[config.mk]
export PLATFORM = sky130hd
export DESIGN_NAME = ring_decoder
export DESIGN_NICKNAME = d
export VERILOG_FILES = /design/src/rtl/ring_decoder.sv
export SDC_FILE = /design/constraint.sdc
export NUM_CORES = 1
export LEC_CHECK = 0
export BUFFER_PORTS_ARGS = -buffer_cell sky130_fd_sc_hd__clkbuf_2
export CAP_MARGIN = 20
export CORE_MARGIN = 1.5
export CORE_UTILIZATION = 30
export DETAILED_ROUTE_END_ITERATION = 8
export PLACE_DENSITY = 0.56
export SETUP_SLACK_MARGIN = 0.02
export SYNTH_ARGS = -nofsm -noshare
export SYNTH_HDL_FRONTEND = slang
export SYNTH_SLANG_ARGS = --single-unit
export TNS_END_PERCENT = 50
[constraint.sdc]
create_clock -name clk -period 2 [get_ports clk]
set_input_delay 0.4 -clock clk [delete_from_list [all_inputs] [get_ports clk]]
set_output_delay 0.4 -clock clk [all_outputs]
set_load 0.005 [all_outputs]
[src/rtl/ring_decoder.sv]
// Receive-side decoder for the one-hot ring counter bus: decodes the set bit to an
// index, tracks right-rotate ordering, locks onto a valid sequence and counts revolutions.
module ring_decoder #(
    parameter int WIDTH  = 8,
    parameter int IDX_W  = 3,
    parameter int LOCK_N = 3,
    parameter int CNT_W  = 8
) (
    input  logic             clk,
    input  logic             reset,
    input  logic [WIDTH-1:0] ring_in,
    input  logic             ring_valid,
    input  logic             clr_cnt,
    output logic [IDX_W-1:0] index,
    output logic             illegal,
    output logic             seq_err,
    output logic             locked,
    output logic [CNT_W-1:0] rev_count,
    output logic [CNT_W-1:0] err_count
);

    localparam logic [1:0] HUNT   = 2'd0;
    localparam logic [1:0] VERIFY = 2'd1;
    localparam logic [1:0] LOCKED = 2'd2;

    logic [1:0]       state_q, state_d;
    logic [IDX_W-1:0] expected_q, expected_d;
    logic [IDX_W-1:0] good_cnt_q, good_cnt_d;
    logic [IDX_W-1:0] index_q, index_d;
    logic             illegal_q, illegal_d;
    logic             seq_err_q, seq_err_d;
    logic [CNT_W-1:0] rev_count_q, rev_count_d;
    logic [CNT_W-1:0] err_count_q, err_count_d;

    logic             legal;
    logic             match;
    logic [IDX_W-1:0] k;
    logic             rev_inc;
    logic             err_inc;

    // A power-of-two pattern has exactly one bit set: clearing its lowest set bit leaves zero.
    assign legal = (ring_in != '0) && ((ring_in & (ring_in - WIDTH'(1))) == '0);
    assign match = legal && (k == expected_q);

    always_comb begin
        k = '0;
        for (int i = 0; i < WIDTH; i++) begin
            if (ring_in[i]) k = IDX_W'(i);
        end
    end

    always_comb begin
        // NOTE: every signal gets a default first so no path leaves it unassigned (no latch).
        state_d    = state_q;
        expected_d = expected_q;
        good_cnt_d = good_cnt_q;
        index_d    = index_q;
        illegal_d  = 1'b0;
        seq_err_d  = 1'b0;
        rev_inc    = 1'b0;
        err_inc    = 1'b0;

        if (ring_valid) begin
            if (legal) begin
                index_d    = k;
                // WIDTH == 2**IDX_W, so the subtraction wraps 0 to WIDTH-1 for free.
                expected_d = k - IDX_W'(1);
            end else begin
                illegal_d = 1'b1;
            end

            case (state_q)
                HUNT: begin
                    if (legal) begin
                        state_d    = VERIFY;
                        good_cnt_d = IDX_W'(1);
                    end
                end
                VERIFY: begin
                    if (match) begin
                        good_cnt_d = good_cnt_q + IDX_W'(1);
                        if (good_cnt_q + IDX_W'(1) == IDX_W'(LOCK_N)) state_d = LOCKED;
                    end else if (legal) begin
                        good_cnt_d = IDX_W'(1);
                    end else begin
                        state_d    = HUNT;
                        good_cnt_d = '0;
                    end
                end
                LOCKED: begin
                    if (match) begin
                        rev_inc = (k == '0);
                    end else begin
                        state_d    = HUNT;
                        good_cnt_d = '0;
                        seq_err_d  = 1'b1;
                        err_inc    = 1'b1;
                    end
                end
                default: begin
                    state_d    = HUNT;
                    good_cnt_d = '0;
                end
            endcase
        end

        if (clr_cnt) begin
            rev_count_d = '0;
            err_count_d = '0;
        end else begin
            rev_count_d = rev_inc ? rev_count_q + CNT_W'(1) : rev_count_q;
            err_count_d = (err_inc && err_count_q != '1) ? err_count_q + CNT_W'(1) : err_count_q;
        end
    end

    // NOTE: sequential state uses non-blocking assignments so all flops update together.
    always_ff @(posedge clk or posedge reset) begin
        if (reset) begin
            state_q     <= HUNT;
            expected_q  <= '0;
            good_cnt_q  <= '0;
            index_q     <= '0;
            illegal_q   <= 1'b0;
            seq_err_q   <= 1'b0;
            rev_count_q <= '0;
            err_count_q <= '0;
        end else begin
            state_q     <= state_d;
            expected_q  <= expected_d;
            good_cnt_q  <= good_cnt_d;
            index_q     <= index_d;
            illegal_q   <= illegal_d;
            seq_err_q   <= seq_err_d;
            rev_count_q <= rev_count_d;
            err_count_q <= err_count_d;
        end
    end

    assign index     = index_q;
    assign illegal   = illegal_q;
    assign seq_err   = seq_err_q;
    assign locked    = (state_q == LOCKED);
    assign rev_count = rev_count_q;
    assign err_count = err_count_q;

endmodule

==> qor.yml, run 1 <==
run_status:
  status: "complete, but fails checks"
  violations: "negative setup slack"
global_routing:
  grt_pass1_wl_um: 7180
  antenna_found_initial: 0
  grt_pass1_vias: 1571
  overflow: 0
  groute.usage.overall_pct: 14.2
  grt_max_degree: 30
cells_and_area:
  final_cell_mix: "32 x buf_4, 29 x dfrtp_1, 28 x clkbuf_2"
  fill_cells: 591
  antenna_cells: 0
  drive_gt1_share_pct: 43.1
  fin_area_um2: 2560
  final_nets: 279
  areaGrowthSynthToFinish_pct: 41.1
  post-route-util_pct: 43.5
  final_common_cell: "buf_4"
critical_path:
  cp.arrival_ns: 2.25
  cp-start-kind: "input pin"
  crit_slowest_cell: "nor4_4"
  critPathMaxFanout: 8
  slowest_delay_ns: 0.34
  crit_family: "simple AND/OR/NAND/NOR gates"
  critPathKind: "input pin to register"
  path_buf_inv: 1
  path_cells: "buf_8 -> nor2b_4 -> o311a_1 -> nor2_2 -> ha_2 -> and3_4 -> nand4_4 -> nor4_4 -> mux2_4"
  cp_data_required_time_ns: 2.17
  end_kind: "register"
place:
  gp_congestion: 0.787
  dp_hpwl_um: 3010
  io_buffers: 33
  pre_cts_ws_ns: -0.432
  placed_area_um2: 2260
clock_tree:
  clk_latency_ns: 0.28
  path_clk_slew_ns: 0.07
  cts.path.max_buffers: 2
  cts_sinks: 29
  cts_tree: "yes"
  cts_root_buffer: "clkbuf_8"
  ctsHoldBuffers: 0
  cts_buffers: 5
  htreeDepth: 2
detailed_routing:
  met2_length_um: 2040
  wl_met1_um: 2170
  wl_met3_um: 200
  top_layer: "met4"
  routed_wl_um: 4480
  ant_nets: 0
  drt_first_pass_iters: 4
  vias: 1694
  wl_per_cell_um: 13.3
  drcViolationCount: 0
  viasPerCell: 5.03
  drt_iter0_drc: 39
timing:
  skew_ns: 0.00809
  fmax_mhz: 480
  fin_crit_sh_pct: 104
  final_hold_viol_count: 0
  rsz0062_at_grt: "true"
  setup_viol: 7
  slew_headroom_pct: 67.9
  tightest_slew_ns: 0.481
  slew_violations: 0
  period_needed_ns: 2.08
  setup_ws_ns: -0.0840
worst_hold_path:
  hold_class: "input pin to asynchronous set/reset pin"
logic_synthesis:
  synth_top_family_by_area: "simple AND/OR/NAND/NOR gates"
  synth_compound_area_share_pct: 19.2
  synth-simple-area-share_pct: 25.8
  synth_edf_count: 0
  synth_ff_type: "dfrtp_1"
  ys_seq_area_share_pct: 40.0
  yosysUniqueCellTypes: 49
  synthAdderAreaFrac_pct: 4.14
  synth-seq-cells: 29
  muxShareOfSynthArea_pct: 4.82
  ys_warn_count: 0
  syn_nets: 213
  synthXorXnorAreaFrac_pct: 1.45
  avgSynthCellArea_um2: 9.31
  syn-cell-area_um2: 1820
  synth_cells: 195
  synthArstFlopShare_pct: 100
pwr:
  p_total_mw: 1.46
  irDropWorstVdd_uv: 250
  leakage_nw: 1.20
  power.density_nw_per_um2: 569
die:
  dieArea_um2: 6530
  dieWidth_um: 80.8
  dieHeight_um: 80.8
  io_pins: 34
  core_um2: 5890
  initial_core_util_pct: 30.8
  row_count: 28
flow_run:
  max-cap-violations: 0
synthesized netlist by cell type (2+ instances only):
| master | n | area [µm²] |
|---|---|---|
| o21ai_0 | 13 | 65.1 |
| inv_1 | 9 | 33.8 |
| clkbuf_1 | 5 | 18.8 |
| nand2b_1 | 5 | 31.3 |
| o22ai_1 | 2 | 12.5 |
| ha_1 | 6 | 75.1 |
| or4_1 | 3 | 22.5 |
| nor2_1 | 17 | 63.8 |
| or3_1 | 4 | 25.0 |
| buf_2 | 2 | 10.0 |
| mux2_2 | 6 | 67.6 |
| nand2_1 | 12 | 45.0 |
| a31oi_1 | 2 | 12.5 |
| or2_2 | 3 | 18.8 |
| nor4_1 | 2 | 12.5 |
| nand3_1 | 4 | 20.0 |
| nor2b_1 | 12 | 75.1 |
| buf_6 | 2 | 22.5 |
| a21oi_1 | 8 | 40.0 |
| nand4_1 | 5 | 31.3 |
| mux2i_1 | 2 | 20.0 |
| o211ai_1 | 3 | 22.5 |
| nor3_1 | 7 | 35.0 |
| and3_1 | 5 | 31.3 |
| dfrtp_1 | 29 | 726 |
| xor2_1 | 2 | 17.5 |
| o31ai_1 | 3 | 22.5 |
sequential cells by signal, summed over array words and instances, names as in the netlist:
register / flops
state_q: 2
good_cnt_q: 3
err_count: 8
illegal: 1
seq_err: 1
rev_count: 8
index: 3
expected_q: 3
worst min-delay path, cell delays in order:
cell and delay, ns:
clkbuf_2 0.08, inv_1 0.04, buf_4 0.35
per-stage QoR:
| step | cells | TNS (ns) | hold WS (ns) |
|---|---|---|---|
| 5_1_grt | 337 | -0.962 | 0.216 |
| 3_5_place_dp | 323 | -7.73 | 0.476 |
| 4_1_cts | 331 | -0.120 | 0.175 |
| 6_report | 337 | -0.282 | 0.166 |
| 3_3_place_gp | 323 | -7.41 | 0.475 |
| 2_1_floorplan | 195 | -2.40 | 0.473 |
logic make-up after synthesis:
kind of cell,Yosys count
AO/OA/AOI/OAI,47
XOR/XNOR,3
adder cells (fa/ha/maj),6
buffers and inverters,18
flip-flops,29
multiplexers,8
AND/OR/NAND/NOR,84
metal layers:
metal | GRT usage [%] | vias up
met3 | 3.15 | 6
li1 | - | 843
met5 | 0 | -
met1 | 18.8 | 807
met4 | 5.69 | 0
met2 | 22.5 | 38
repair_timing:
action,in CTS,in global routing
resized for setup,9,33
buffers inserted,0,5
endpoints found under the setup margin,19,14
gates cloned,0,1
pin swaps,5,8
layout make-up:
type                       count  area, µm²  area share, %
clock buffer                   7       96.3           3.76
inverter                       9       33.8           1.32
tap                           75       93.8           3.66
sequential                    29        726           28.3
multi-input combinational    149       1150           44.9
timing repair buffer          67        457           17.8
clock inverter                 1       5.00          0.195
path summary, 6_finish.rpt:
| check | startpoint | to | slack, ns | cells after the start |
|---|---|---|---|---|
| setup / recovery | ring_in[1] | rev_count[7]$_DFFE_PP0P_ | -0.08 | 9 |
| hold / removal | reset | err_count[4]$_DFFE_PP0P_ | 0.17 | 3 |
| setup reg to reg | expected_q[0]$_DFFE_PP0P_ | rev_count[7]$_DFFE_PP0P_ | 0.05 | 5 |
| hold reg to reg | index[1]$_DFFE_PP0P_ | index[1]$_DFFE_PP0P_ | 0.48 | 2 |
| max in group asynchronous | reset | index[2]$_DFFE_PP0P_ | 1.55 | 3 |
| min in group clk | index[1]$_DFFE_PP0P_ | index[1]$_DFFE_PP0P_ | 0.48 | 2 |
power by group:
group	switching (mW)	internal (mW)	total, mW
clock network	0.225	0.310	0.535
logic	0.131	0.135	0.266
registers	0.0312	0.624	0.655
total	0.387	1.07	1.46
(Power assumes the default switching activity.)
==> run 2, diff against run 1 <==
Settings changed: PLACE_DENSITY 0.56 to default.
==> qor.yml, run 2 (synthesis results as in run 1) <==
run_status:
  status: "complete, but fails checks"  # unchanged
  violations: "negative setup slack"  # unchanged
global_routing:
  grt_max_degree: 30  # unchanged
  groute.usage.overall_pct: 14.5  # was 14.2%
  grt_pass1_vias: 1674  # was 1571
  overflow: 0  # unchanged
  grt_pass1_wl_um: 7330  # was 7180 µm
  antenna_found_initial: 0  # unchanged
timing:
  hold-worst-slack_ns: 0.159  # was 0.166 ns
  fmax_mhz: 487  # was 480 MHz
  rsz0062_at_grt: "true"  # unchanged
  setup_viol: 5  # was 7
  period_needed_ns: 2.05  # was 2.08 ns
  skew_ns: 0.00837  # was 0.00809 ns
  setup_ws_ns: -0.0513  # was -0.0840 ns
  fin_crit_sh_pct: 103  # was 104%
  tightest_slew_ns: 0.442  # was 0.481 ns
  slew_violations: 0  # unchanged
  slew_headroom_pct: 70.5  # was 67.9%
  final_hold_viol_count: 0  # unchanged
flow_run:
  max-cap-violations: 0  # unchanged
critical_path:
  cp.arrival_ns: 2.22  # was 2.25 ns
  critPathMaxFanout: 8  # unchanged
  regToRegSetupSlack_ns: 0.10  # was 0.05 ns
  r2r_start: "expected_q[0]$_DFFE_PP0P_"  # unchanged
  rr_endpoint: "rev_count[7]$_DFFE_PP0P_"  # unchanged
  cp-start-kind: "input pin"  # unchanged
  slowest_delay_ns: 0.32  # was 0.34 ns
  cp_data_required_time_ns: 2.17  # about the same
  end_kind: "register"  # unchanged
  crit_slowest_cell: "o311a_1"  # was nor4_4
  critPathKind: "input pin to register"  # unchanged
  r2r_cells: 6  # was 5
  path_cells: "buf_2 -> nor2b_4 -> o311a_1 -> nor2_2 -> ha_2 -> and3_4 -> nand4_4 -> nor4_4 -> mux2_4"  # was buf_8 -> nor2b_4 -> o311a_1 -> nor2_2 -> ha_2 -> and3_4 -> nand4_4 -> nor4_4 -> mux2_4
clock_tree:
  cts.path.max_buffers: 2  # unchanged
  clk_latency_ns: 0.28  # about the same
  htreeDepth: 2  # unchanged
  cts_sinks: 29  # unchanged
  path_clk_slew_ns: 0.07  # about the same
  cts_root_buffer: "clkbuf_8"  # unchanged
  ctsHoldBuffers: 0  # unchanged
  cts_buffers: 5  # unchanged
  cts_tree: "yes"  # unchanged
place:
  dp_hpwl_um: 3110  # was 3010 µm
  placed_area_um2: 2270  # was 2260 µm²
  io_buffers: 33  # unchanged
  placedCellCount: 324  # was 323
  gp_congestion: 0.813  # was 0.787
pwr:
  seqPwrFrac_pct: 47.6  # was 45.0%
  swShare_pct: 28.1  # was 26.6%
  p_comb_share_pct: 18.3  # was 18.2%
  power.density_nw_per_um2: 544  # was 569 nW/µm²
  p_int_uw: 990  # was 1.07 mW
  leakage_nw: 1.20  # about the same
  switching_power_uw: 386  # was 387 µW
  irDropWorstVdd_uv: 202  # was 250 µV
  pwr-share-clk_pct: 34.1  # was 36.8%
cells_and_area:
  final_common_cell: "buf_4"  # unchanged
  areaGrowthSynthToFinish_pct: 39.4  # was 41.1%
  final_nets: 280  # was 279
  fin_cells: 338  # was 337
  drive_gt1_share_pct: 40.7  # was 43.1%
  antenna_cells: 0  # unchanged
  final_cell_mix: "34 x buf_4, 30 x clkbuf_2, 29 x dfrtp_1"  # was 32 x buf_4, 29 x dfrtp_1, 28 x clkbuf_2
  fin_area_um2: 2530  # was 2560 µm²
detailed_routing:
  drt_iter0_drc: 70  # was 39
  wl_met3_um: 198  # was 200 µm
  met2_length_um: 2140  # was 2040 µm
  drcViolationCount: 0  # unchanged
  wl_met1_um: 1910  # was 2170 µm
  drt_first_pass_iters: 4  # unchanged
  top_layer: "met4"  # unchanged
  vias: 1718  # was 1694
  wl_per_cell_um: 12.8  # was 13.3 µm
  viasPerCell: 5.08  # was 5.03
  routed_wl_um: 4330  # was 4480 µm
  ant_nets: 0  # unchanged
die:
  initial_core_util_pct: 30.8  # unchanged
  io_pins: 34  # unchanged
  dieWidth_um: 80.8  # unchanged
  dieArea_um2: 6530  # unchanged
  core_um2: 5890  # unchanged
  dieHeight_um: 80.8  # unchanged
  row_count: 28  # unchanged
worst_hold_path:
  hold_class: "input pin to asynchronous set/reset pin"  # unchanged
-- run 2: cell types whose count changed in the layout (fill, tap and decap cells not counted), moves of 2 or more --
cell,before,now
buf_4,32,34
buf_8,2,0
clkbuf_2,28,30
clkbuf_8,7,5
nor3_1,3,5
nor3_2,3,1
-- run 2: what timing repair did --
| item | CTS | global route |
|---|---|---|
| pin swaps | 8 | 7 |
| gates cloned | 0 | 0 |
| endpoints found under the hold margin | 0 | 0 |
| setup endpoints to repair | 17 | 18 |
| buffers inserted | 2 | 4 |
| resized for setup | 8 | 22 |
-- run 2: final cells by class --
cell class / count / area (µm²)
fill: 607 / 3350
multi-input combinational: 148 / 1130
sequential: 29 / 726
timing repair buffer: 69 / 469
tap: 75 / 93.8
clock buffer: 6 / 72.6
inverter: 9 / 33.8
clock inverter: 2 / 10.0
-- run 2: worst max path at each step --
| stage | start | end | slack, ns |
|---|---|---|---|
| floorplan | ring_in[6] | rev_count[7]$_DFFE_PP0P_ | -0.31 |
| global placement | ring_in[5] | rev_count[7]$_DFFE_PP0P_ | -0.39 |
| detailed placement | ring_in[1] | rev_count[7]$_DFFE_PP0P_ | -0.42 |
| CTS | ring_in[5] | rev_count[7]$_DFFE_PP0P_ | -0.05 |
| global route | ring_in[5] | rev_count[7]$_DFFE_PP0P_ | -0.13 |
| finish | ring_in[1] | rev_count[7]$_DFFE_PP0P_ | -0.05 |
-- run 2: critical path, delay by kind of cell --
kind	cells	cell delay [ns]
adder cells (fa/ha/maj)	1	0.18
AO/OA/AOI/OAI	1	0.32
AND/OR/NAND/NOR	5	0.87
multiplexers	1	0.32
buffers and inverters	1	0.13
-- run 2: metal layers --
metal,track usage (%),vias up
met5,0,-
met4,6.38,0
met3,3.93,8
met2,23.6,41
met1,17.9,830
li1,-,839
-- run 2: power by group through the flow --
stage / combinational, mW / sequential (mW) / clock [mW]
finish: 0.252 / 0.655 / 0.470
global route: 0.280 / 0.661 / 0.517
CTS: 0.238 / 0.656 / 0.487
detailed placement: 0.229 / 0.667 / 0
global placement: 0.226 / 0.666 / 0
floorplan: 0.123 / 0.663 / 0
-- run 2: through the flow --
| step | setup TNS [ns] | total power, mW | utilization, % | setup slack, ns |
|---|---|---|---|---|
| global placement | -6.68 | 0.892 | 38.6 | -0.395 |
| detailed placement | -7.28 | 0.896 | 38.6 | -0.417 |
| CTS | -0.131 | 1.38 | 40.9 | -0.0508 |
| finish | -0.202 | 1.38 | 43.0 | -0.0513 |
| global route | -0.792 | 1.46 | 43.0 | -0.131 |
| floorplan | -2.40 | 0.785 | - | -0.307 |
==> run 3, diff against run 2 <==
Settings changed: CTS_BUF_LIST from default to sky130_fd_sc_hd__clkbuf_8.
==> qor.yml, run 3 (synthesis results as in run 1) <==
run_status:
  status: "complete, but fails checks"  # unchanged
  violations: "negative setup slack"  # unchanged
cells_and_area:
  drive_gt1_share_pct: 40.7  # unchanged
  final_common_cell: "buf_4"  # unchanged
  fin_cells: 338  # unchanged
  areaGrowthSynthToFinish_pct: 39.4  # unchanged
  final_nets: 280  # unchanged
  final_cell_mix: "34 x buf_4, 30 x clkbuf_2, 29 x dfrtp_1"  # unchanged
  antenna_cells: 0  # unchanged
flow_run:
  max-cap-violations: 0  # unchanged
place:
  io_buffers: 33  # unchanged
  gp_congestion: 0.813  # unchanged
  placedCellCount: 324  # unchanged
  dp_hpwl_um: 3110  # unchanged
die:
  core_um2: 5890  # unchanged
  io_pins: 34  # unchanged
  row_count: 28  # unchanged
  initial_core_util_pct: 30.8  # unchanged
  dieWidth_um: 80.8  # unchanged
  dieHeight_um: 80.8  # unchanged
  dieArea_um2: 6530  # unchanged
critical_path:
  cp_data_required_time_ns: 2.17  # about the same
  r2r_cells: 6  # unchanged
  critPathKind: "input pin to register"  # unchanged
  crit_slowest_cell: "o311a_1"  # unchanged
  slowest_delay_ns: 0.32  # about the same
  critPathMaxFanout: 8  # unchanged
  r2r_start: "expected_q[0]$_DFFE_PP0P_"  # unchanged
  path_cells: "buf_2 -> nor2b_4 -> o311a_1 -> nor2_2 -> ha_2 -> and3_4 -> nand4_4 -> nor4_4 -> mux2_4"  # unchanged
  end_kind: "register"  # unchanged
  regToRegSetupSlack_ns: 0.10  # about the same
  cp-start-kind: "input pin"  # unchanged
  rr_endpoint: "rev_count[7]$_DFFE_PP0P_"  # unchanged
  cp.arrival_ns: 2.22  # about the same
timing:
  slew_headroom_pct: 70.5  # about the same
  hold-worst-slack_ns: 0.159  # about the same
  fin_crit_sh_pct: 103  # about the same
  setup_viol: 5  # unchanged
  fin_setup_tns_ns: -0.198  # was -0.202 ns
  tightest_slew_ns: 0.443  # was 0.442 ns
  final_hold_viol_count: 0  # unchanged
  slew_violations: 0  # unchanged
  setup_ws_ns: -0.0505  # was -0.0513 ns
  period_needed_ns: 2.05  # about the same
  skew_ns: 0.00827  # was 0.00837 ns
  rsz0062_at_grt: "true"  # unchanged
  fmax_mhz: 488  # was 487 MHz
detailed_routing:
  drt_iter0_drc: 68  # was 70
  routed_wl_um: 4340  # was 4330 µm
  drcViolationCount: 0  # unchanged
  drt_first_pass_iters: 6  # was 4
  viasPerCell: 5.07  # was 5.08
  ant_nets: 0  # unchanged
  wl_per_cell_um: 12.8  # about the same
  vias: 1714  # was 1718
global_routing:
  groute.usage.overall_pct: 14.5  # unchanged
  grt_max_degree: 30  # unchanged
  antenna_found_initial: 0  # unchanged
  grt_pass1_vias: 1674  # unchanged
  overflow: 0  # unchanged
  grt_pass1_wl_um: 7330  # unchanged
clock_tree:
  cts_root_buffer: "clkbuf_8"  # unchanged
  cts_sinks: 29  # unchanged
  cts.path.max_buffers: 2  # unchanged
  htreeDepth: 2  # unchanged
  path_clk_slew_ns: 0.07  # about the same
  cts_buffers: 5  # unchanged
  ctsHoldBuffers: 0  # unchanged
  clk_latency_ns: 0.28  # about the same
  cts_tree: "yes"  # unchanged
worst_hold_path:
  hold_class: "input pin to asynchronous set/reset pin"  # unchanged
pwr:
  power.density_nw_per_um2: 542  # was 544 nW/µm²
  leakage_nw: 1.21  # was 1.20 nW
  irDropWorstVdd_uv: 202  # about the same
  p_total_mw: 1.37  # was 1.38 mW
## run 3: changes by cell type in the layout (fill, tap and decap cells not counted)
cell and change:
clkbuf_1 -1, inv_1 +1
## run 3: metrics by stage
| stage | setup WS, ns | util (%) | area [µm²] |
|---|---|---|---|
| detailed placement | -0.417 | 38.6 | 2270 |
| finish | -0.0505 | 43.0 | 2530 |
| CTS | -0.0508 | 40.9 | 2410 |
| global placement | -0.395 | 38.6 | 2270 |
| global route | -0.131 | 43.0 | 2530 |
| floorplan | -0.307 | - | 1850 |
## run 3: critical path: cells and delay by family
family,cells,cell delay (ns)
and+or+nand+nor,5,0.87
buffers and inverters,1,0.13
adders and majority gates,1,0.18
AOI/OAI and AO/OA,1,0.32
muxes,1,0.32
## run 3: cell type report
type	count	area, µm²
Clock buffer	5	68.8
Clock inverter	3	13.8
Fill cell	607	3350
Inverter	9	33.8
Multi-Input combinational cell	148	1130
Sequential cell	29	726
Tap cell	75	93.8
Timing Repair Buffer	69	469
## run 3: power by group
| group | total (mW) | switching, mW | internal, mW |
|---|---|---|---|
| Sequential | 0.655 | 0.0313 | 0.624 |
| Clock | 0.465 | 0.229 | 0.235 |
| Combinational | 0.252 | 0.126 | 0.126 |
| Total | 1.37 | 0.387 | 0.985 |
## run 3: how the worst max path moves through the flow
stage	start	to
floorplan	ring_in[6]	rev_count[7]$_DFFE_PP0P_
global route	ring_in[5]	rev_count[7]$_DFFE_PP0P_
detailed placement	ring_in[1]	rev_count[7]$_DFFE_PP0P_
CTS	ring_in[5]	rev_count[7]$_DFFE_PP0P_
global placement	ring_in[5]	rev_count[7]$_DFFE_PP0P_
finish	ring_in[1]	rev_count[7]$_DFFE_PP0P_
## run 3: layer usage
layer / global-route usage (%) / vias up / routed length, µm
met5: 0 / - / 0
li1: - / 839 / -
met1: 17.9 / 830 / 1920
met4: 6.38 / 0 / 83
met3: 3.93 / 8 / 194
met2: 23.6 / 37 / 2140
## run 3: timing repair
item	4_1_cts	5_1_grt
setup buffers	2	4
pin swaps	8	7
resized for setup	8	22
endpoints found under the setup margin	17	18
